**config.mk**
```make
export PLATFORM = sky130hd
export DESIGN_NAME = floo_vc_pipe
export DESIGN_NICKNAME = d
export VERILOG_FILES = /design/src/rtl/floo_pkg.sv /design/src/rtl/floo_vc_pipe_stage.sv /design/src/rtl/floo_vc_pipe.sv
export SDC_FILE = /design/constraint.sdc
export NUM_CORES = 1
export LEC_CHECK = 0
export BUFFER_PORTS_ARGS = -buffer_cell sky130_fd_sc_hd__buf_2
export CAP_MARGIN = 20
export CORE_MARGIN = 2
export CORE_UTILIZATION = 35
export CTS_BUF_LIST = sky130_fd_sc_hd__clkbuf_8
export DETAILED_ROUTE_END_ITERATION = 8
export PLACE_DENSITY = 0.52
export SETUP_SLACK_MARGIN = 0.15
export SLEW_MARGIN = 40
export SYNTH_ARGS = -nofsm -noshare
export SYNTH_HDL_FRONTEND = slang
export SYNTH_HIERARCHICAL = 1
export SYNTH_SLANG_ARGS = --single-unit
export TNS_END_PERCENT = 30
```
**constraint.sdc**
```tcl
create_clock -name clk_i -period 2.9 [get_ports clk_i]
set_clock_uncertainty 0.2 [all_clocks]
set_input_delay 0.29 -clock clk_i [delete_from_list [all_inputs] [get_ports clk_i]]
set_output_delay 0.29 -clock clk_i [all_outputs]
set_load 0.1 [all_outputs]
```
**src/rtl/floo_pkg.sv**
```systemverilog
// Shared constants and elaboration-time configuration checks for the floo VC pipeline.
package floo_pkg;

    localparam int unsigned StallCntW = 32;
    localparam int unsigned MaxDepth  = 4;

    function automatic bit depth_legal(input int unsigned depth);
        return (depth >= 1) && (depth <= MaxDepth);
    endfunction

    function automatic bit stages_legal(input int stages);
        return stages >= 0;
    endfunction

    // Index width that never collapses to zero bits for single-entry ranges.
    function automatic int unsigned idx_w(input int unsigned n);
        return (n > 1) ? $clog2(n) : 1;
    endfunction

endpackage

```
**src/rtl/floo_vc_pipe_stage.sv**
```systemverilog
// One pipeline stage of one channel: a Depth-entry FIFO per VC feeding a
// round-robin arbiter that locks its grant while the downstream stalls.
module floo_vc_pipe_stage
    import floo_pkg::*;
#(
    parameter int unsigned NumVirtChannels = 2,
    parameter int unsigned Depth           = 2,
    parameter type         flit_t          = logic
) (
    input  logic                       clk_i,
    input  logic                       rst_ni,
    input  logic [NumVirtChannels-1:0] valid_i,
    output logic [NumVirtChannels-1:0] ready_o,
    input  flit_t                      data_i,
    output logic [NumVirtChannels-1:0] valid_o,
    input  logic [NumVirtChannels-1:0] ready_i,
    output flit_t                      data_o
);

    localparam int unsigned PtrW = idx_w(Depth);
    localparam int unsigned CntW = $clog2(Depth + 1);
    localparam int unsigned VcW  = idx_w(NumVirtChannels);

    typedef logic [PtrW-1:0] ptr_t;
    typedef logic [CntW-1:0] cnt_t;
    typedef logic [VcW-1:0]  vc_t;

    flit_t mem_q [NumVirtChannels][Depth];
    flit_t mem_d [NumVirtChannels][Depth];

    ptr_t [NumVirtChannels-1:0] wr_ptr_q, wr_ptr_d;
    ptr_t [NumVirtChannels-1:0] rd_ptr_q, rd_ptr_d;
    cnt_t [NumVirtChannels-1:0] cnt_q, cnt_d;
    vc_t                        rr_q, rr_d;
    vc_t                        lock_vc_q, lock_vc_d;
    logic                       lock_q, lock_d;

    logic [NumVirtChannels-1:0] push, pop, not_empty;
    vc_t                        gnt;
    logic                       gnt_vld;
    int unsigned                idx;

    function automatic ptr_t ptr_inc(input ptr_t p);
        return (p == ptr_t'(Depth - 1)) ? '0 : p + ptr_t'(1);
    endfunction

    // Readiness comes only from the registered fill level, so a pop never
    // frees a slot for the same cycle and nothing depends on ready_i.
    always_comb begin
        for (int unsigned v = 0; v < NumVirtChannels; v++) begin
            ready_o[v]   = (cnt_q[v] != cnt_t'(Depth));
            not_empty[v] = (cnt_q[v] != '0);
        end
    end

    assign push = valid_i & ready_o;

    always_comb begin
        gnt     = rr_q;
        gnt_vld = 1'b0;
        idx     = 0;
        if (lock_q) begin
            gnt     = lock_vc_q;
            gnt_vld = 1'b1;
        end else begin
            for (int unsigned i = 0; i < NumVirtChannels; i++) begin
                idx = (int'(rr_q) + i) % NumVirtChannels;
                if (!gnt_vld && not_empty[vc_t'(idx)]) begin
                    gnt     = vc_t'(idx);
                    gnt_vld = 1'b1;
                end
            end
        end
    end

    always_comb begin
        valid_o = '0;
        if (gnt_vld) valid_o[gnt] = 1'b1;
        data_o = mem_q[gnt][rd_ptr_q[gnt]];
    end

    assign pop = valid_o & ready_i;

    always_comb begin
        mem_d     = mem_q;
        wr_ptr_d  = wr_ptr_q;
        rd_ptr_d  = rd_ptr_q;
        cnt_d     = cnt_q;
        rr_d      = rr_q;
        lock_d    = lock_q;
        lock_vc_d = lock_vc_q;
        for (int unsigned v = 0; v < NumVirtChannels; v++) begin
            if (push[v]) begin
                mem_d[v][wr_ptr_q[v]] = data_i;
                wr_ptr_d[v]           = ptr_inc(wr_ptr_q[v]);
            end
            if (pop[v]) rd_ptr_d[v] = ptr_inc(rd_ptr_q[v]);
            case ({push[v], pop[v]})
                2'b10:   cnt_d[v] = cnt_q[v] + cnt_t'(1);
                2'b01:   cnt_d[v] = cnt_q[v] - cnt_t'(1);
                default: cnt_d[v] = cnt_q[v];
            endcase
        end
        // Offered but not taken: hold this VC until it is accepted.
        if (|pop) begin
            rr_d   = (gnt == vc_t'(NumVirtChannels - 1)) ? '0 : gnt + vc_t'(1);
            lock_d = 1'b0;
        end else if (gnt_vld) begin
            lock_d    = 1'b1;
            lock_vc_d = gnt;
        end
    end

    always_ff @(posedge clk_i or negedge rst_ni) begin
        if (!rst_ni) begin
            wr_ptr_q  <= '0;
            rd_ptr_q  <= '0;
            cnt_q     <= '0;
            rr_q      <= '0;
            lock_q    <= 1'b0;
            lock_vc_q <= '0;
        end else begin
            wr_ptr_q  <= wr_ptr_d;
            rd_ptr_q  <= rd_ptr_d;
            cnt_q     <= cnt_d;
            rr_q      <= rr_d;
            lock_q    <= lock_d;
            lock_vc_q <= lock_vc_d;
        end
    end

    always_ff @(posedge clk_i) begin
        mem_q <= mem_d;
    end

endmodule

```
**src/rtl/floo_vc_pipe.sv**
```systemverilog
// Multi-channel virtual-channel pipeline built from floo_vc_pipe_stage.
// Define FLOO_VC_PIPE_PERF_EN to add per-channel stall counters.
module floo_vc_pipe
    import floo_pkg::*;
#(
    parameter int unsigned NumChannels     = 2,
    parameter int unsigned NumVirtChannels = 2,
    parameter int          NumStages       = 1,
    parameter int unsigned Depth           = 2,
    parameter type         flit_t          = logic
) (
    input  logic                                          clk_i,
    input  logic                                          rst_ni,
`ifdef FLOO_VC_PIPE_PERF_EN
    input  logic                                          clr_perf_i,
    output logic [NumChannels-1:0][StallCntW-1:0]         stall_cnt_o,
`endif
    input  logic [NumChannels-1:0][NumVirtChannels-1:0]   valid_i,
    output logic [NumChannels-1:0][NumVirtChannels-1:0]   ready_o,
    input  flit_t [NumChannels-1:0]                       data_i,
    output logic [NumChannels-1:0][NumVirtChannels-1:0]   valid_o,
    input  logic [NumChannels-1:0][NumVirtChannels-1:0]   ready_i,
    output flit_t [NumChannels-1:0]                       data_o
);

    if (!depth_legal(Depth)) begin : g_bad_depth
        $error("floo_vc_pipe: Depth must be within 1..4");
    end
    if (!stages_legal(NumStages)) begin : g_bad_stages
        $error("floo_vc_pipe: NumStages must be non-negative");
    end

    if (NumStages == 0) begin : g_wires
        assign valid_o = valid_i;
        assign ready_o = ready_i;
        assign data_o  = data_i;
    end else begin : g_pipe
        for (genvar c = 0; c < NumChannels; c++) begin : g_ch
            logic [NumVirtChannels-1:0] vld [NumStages+1];
            logic [NumVirtChannels-1:0] rdy [NumStages+1];
            flit_t                      dat [NumStages+1];

            assign vld[0]         = valid_i[c];
            assign dat[0]         = data_i[c];
            assign ready_o[c]     = rdy[0];
            assign valid_o[c]     = vld[NumStages];
            assign data_o[c]      = dat[NumStages];
            assign rdy[NumStages] = ready_i[c];

            for (genvar s = 0; s < NumStages; s++) begin : g_stg
                floo_vc_pipe_stage #(
                    .NumVirtChannels (NumVirtChannels),
                    .Depth           (Depth),
                    .flit_t          (flit_t)
                ) u_stage (
                    .clk_i   (clk_i),
                    .rst_ni  (rst_ni),
                    .valid_i (vld[s]),
                    .ready_o (rdy[s]),
                    .data_i  (dat[s]),
                    .valid_o (vld[s+1]),
                    .ready_i (rdy[s+1]),
                    .data_o  (dat[s+1])
                );
            end
        end
    end

`ifdef FLOO_VC_PIPE_PERF_EN
    logic [NumChannels-1:0][StallCntW-1:0] stall_cnt_q, stall_cnt_d;

    always_comb begin
        stall_cnt_d = stall_cnt_q;
        for (int unsigned c = 0; c < NumChannels; c++) begin
            if (clr_perf_i) begin
                stall_cnt_d[c] = '0;
            end else if ((|(valid_o[c] & ~ready_i[c])) && (stall_cnt_q[c] != '1)) begin
                stall_cnt_d[c] = stall_cnt_q[c] + StallCntW'(1);
            end
        end
    end

    always_ff @(posedge clk_i or negedge rst_ni) begin
        if (!rst_ni) stall_cnt_q <= '0;
        else         stall_cnt_q <= stall_cnt_d;
    end

    assign stall_cnt_o = stall_cnt_q;
`endif

endmodule

```
## Yosys cells after proc, flatten, opt, wreduce, memory -nomap -nowiden

Index checks and enable logic that the tools add are counted.
W data, S select, Z words.

| cells by class | value |
|---|---|
| $add $sub $neg | 20 |
| $lt $le $gt $ge | 20 |
| eq/ne operators | 12 |
| mux-type cells | 72 |
| bitwise gates (word level) | 14 |
| reduce and logical (&&, ||, !) cells | 24 |

Operators with widths:

| cell | number |
|---|---|
| $mux W1 | 50 |
| $reduce_bool A2 Y1 | 10 |
| $ge A2 B2 Y1 const B | 8 |
| $mux W2 | 8 |
| $not A1 Y2 | 8 |
| $pmux W2 S2 | 4 |
| $add A1 B1 Y1 const B | 12 |
| $lt A1 B2 Y1 const B | 6 |
| $add A2 B1 Y2 const B | 4 |
| $and A2 B2 Y2 | 4 |
| $bwmux W2 | 4 |
| $eq A2 B1 Y1 const B | 4 |
| $eq A2 B2 Y1 const B | 4 |
| $logic_and A1 B1 Y1 | 8 |
| $lt A2 B1 Y1 const B | 4 |
| $ne A2 B2 Y1 const B | 4 |
| $sub A2 B1 Y2 const B | 4 |
| $demux W1 S1 | 6 |
| $reduce_and A2 Y1 | 2 |
| $reduce_or A2 Y1 | 2 |
| $ge A1 B1 Y1 const B | 2 |
| $logic_not A1 Y1 | 2 |
| $not A1 Y1 | 2 |

| word-level totals | value |
|---|---|
| register bits after elaboration | 30 |
| bits of input ports | 12 |
| output and inout bits | 10 |
| logic and storage cells | 188 |

## Logic depth before layout (Yosys ltp)

| logic depth | value |
|---|---|
| depth after elaboration | 18 |
| depth in mapped cells | 8 |
| gate-level depth less buffers | 7 |

## Modules after synthesis

Netlist, hierarchy kept.

By module, submodules not included:

| module | times used | cells an instance | area each (sq um) | sequential area each (sq um) |
|---|---|---|---|---|
| floo_vc_pipe_stage | 2 | 68 | 769.5 | 395.4 |

## Least setup slack after synthesis

No wires, ideal clock.

| timing path | value |
|---|---|
| path kind | reg2out |
| from | register g_pipe.g_ch[0].g_stg[0].u_stage/cnt_q[0] in the netlist's numbering |
| to | output port data_o[0] in the netlist's numbering |
| arrival time | 2.655 ns |
| data required time | 2.410 ns |
| setup slack | -0.245 ns |
| stages on the path, launching flop included | 5 |
| path buffers | 1 |
| path through | dfrtp_1 > buf_6 > o311ai_1 > and2_1 > mux2i_1 |

RTL lines:

| what | line | RTL |
|---|---|---|
| start: declaration | floo_vc_pipe_stage.sv:33 | `cnt_t [NumVirtChannels-1:0] cnt_q, cnt_d;` |
| start signal: assignment | floo_vc_pipe_stage.sv:125 | `cnt_q <= cnt_d;` |
| end: declaration | floo_vc_pipe.sv:23 | `output flit_t [NumChannels-1:0] data_o` |

==> results.ini <==
[final_layout]
final_common_cell=dfrtp_1
final_area_mm2=0.00178
area_growth_pct=15.9
layout_common_cells=dfrtp_1, buf_2, nor2_1, xnor2_1
register_area_um2=791
nets=179
multiInputGateArea_um2=714
nFillCells=440
num_antenna_cells=0
instances_no_fill=216
layout-drive-gt1-share=0.207

[clocking]
cts_tree=done
clk_path_buf_depth=2
cts_max_level=2
cts_inserted_buffers=5
clk-insertion-delay-late_ns=0.28
cts_sinks=30
post_cts_buffers=0
cts_root_buf=clkbuf_8
clk_pin_slew_worst_paths_ns=0.06

[worst_setup_path]
worstPathMaxFanout=6
cp.required_ns=2.41
critPathKind=flip-flop to output pin
crit_arrival_ns=2.08
crit_path_start_kind=flip-flop
cp-end-kind=output pin

[grt]
grt_max_degree=23
grt_pass1_wl_um=5120
gr-total-overflow=0
grt_use_total=0.134
antenna_found_initial=0
first_global_vias=1129

[logic_synthesis]
synth-adder-area-share=0.0325
async_flop_share=0.733
ys_types=25
ys.flop_type=dfrtp_1
yosys.area_share.simple=0.174
ys_seq_elements=30
synthMuxAreaShare=0.0390
synth-compound-area-share=0.102
yosysWarningCount=6
syn-num-nets=152
synth-edff-count=8
synth_xor_area_frac=0.114
netlist_instances=136
ys_seq_area_frac=0.514
syn_area_mm2=0.00154
syn_area_per_cell_um2=11.3
synth_top_family_by_area=simple AND/OR/NAND/NOR gates

[floorplanning]
dieArea_mm2=0.00494
initial_core_util=0.358
fp.dieW_um=70.3
fp.dieH_um=70.3
ios=22
core_mm2=0.00429
rows=24

[sta]
drv_slew=0
fin_ws_ns=0.330
whs_ns=0.0253
period_minus_slack_ns=2.57
worst_pin_slew_ns=0.528
hold_violations=0
max_freq_mhz=389
slew_headroom=0.648
rsz0062_at_grt=no
finalSetupViolCount=0
post-route-period-util=0.886

[placement]
dp_hpwl_um=2200
pre_cts_ws_ns=0.603
gp_congestion=0.870
portBuffers=21
postPlaceCellArea_mm2=0.00169
dp.cells=207

[routing]
first_iter_violations=46
wirelength_um=2920
vias_per_cell=5.06
wl_per_cell_um=13.5
ant_nets=0
dr.pass1.iters=4
drc_errors=0
vias=1094

[hold_path]
hold_class=primary input to flip-flop

[outcome]
status=finished clean

[job]
max_cap_viol_count=0

metal layers:
metal	up-vias	track usage	wire length [um]	share of wire
li1	534	-	-	-
met1	521	0.159	1230	0.42
met2	32	0.215	1470	0.51
met3	7	0.0519	142	0.049
met4	0	0.0620	73	0.025
met5	-	0	0	0
path summary, 6_finish.rpt:
kind,startpoint,to,slack (ns),depth (start not counted)
setup reg to reg,g_pipe.g_ch[1].g_stg[0].u_stage/cnt_q[1],g_pipe.g_ch[1].g_stg[0].u_stage/cnt_q[1],0.63,6
setup / recovery,g_pipe.g_ch[1].g_stg[0].u_stage/cnt_q[2],data_o[1],0.33,5
max in group asynchronous,rst_ni,g_pipe.g_ch[0].g_stg[0].u_stage/cnt_q[2],1.82,2
min in group asynchronous,rst_ni,g_pipe.g_ch[1].g_stg[0].u_stage/rd_ptr_q[1],0.32,2
hold / removal,data_i[1],g_pipe.g_ch[1].g_stg[0].u_stage/mem_q[2],0.03,1
hold reg to reg,g_pipe.g_ch[0].g_stg[0].u_stage/rd_ptr_q[1],g_pipe.g_ch[0].g_stg[0].u_stage/rd_ptr_q[1],0.29,1
layout make-up:
cell class	count	share of cell area
inverters	4	0.00842
flip-flops and latches	30	0.443
well taps	52	0.0365
multi-input cells	100	0.400
clock buffers	5	0.0386
clock inverters	3	0.00701
repair buffers	22	0.0659
Yosys cell counts, types with 4 or more instances:
cell type / instances / share of area
mux2i_1: 6 / 0.039
inv_1: 4 / 0.0098
and3_1: 4 / 0.016
ha_1: 4 / 0.033
a31oi_1: 4 / 0.016
xor2_1: 8 / 0.046
o21ai_1: 8 / 0.026
a21oi_1: 6 / 0.020
xnor2_1: 12 / 0.068
edfxtp_1: 8 / 0.16
nand2b_1: 8 / 0.033
dfrtp_1: 22 / 0.36
nor2_1: 12 / 0.029
nand2_1: 8 / 0.020
flip-flops by register name, indices dropped and copies added, names as in the netlist:
signal,count
g_pipe.g_ch.g_stg.u_stage/lock_q,2
g_pipe.g_ch.g_stg.u_stage/mem_q,8
g_pipe.g_ch.g_stg.u_stage/lock_vc_q,2
g_pipe.g_ch.g_stg.u_stage/rd_ptr_q,4
g_pipe.g_ch.g_stg.u_stage/cnt_q,8
g_pipe.g_ch.g_stg.u_stage/wr_ptr_q,4
g_pipe.g_ch.g_stg.u_stage/rr_q,2
critical path, cell delays in order (launching register included):
cell and delay [ns]:
dfrtp_1 0.44, nor3_1 0.11, o311ai_1 0.37, and2_1 0.25
mux2i_1 0.19, buf_2 0.44
what timing repair did:
action	CTS	global route
hold buffers	1	0
gates resized for setup	0	1
setup endpoints to repair	0	1
endpoints found under the hold margin	22	0
per-stage QoR:
stage	TNS (ns)	utilization
6_report	0	0.416
3_3_place_gp	0	0.394
4_1_cts	0	0.415
3_5_place_dp	0	0.394
5_1_grt	0	0.416
2_1_floorplan	-0.236	-
kinds of logic (layout without fill, tap and decap cells):
logic type,Yosys count,after routing
xor gates and xnor gates,20,20
muxes,6,6
adders and majority gates,4,4
DFF,30,30
AOI/OAI and AO/OA,26,26
buffers and inverters,6,34
and+or+nand+nor,44,44
Power is left out: the tool's default activity adds up to more than one toggle a clock period on the data nets, which glitch-free logic cannot reach.
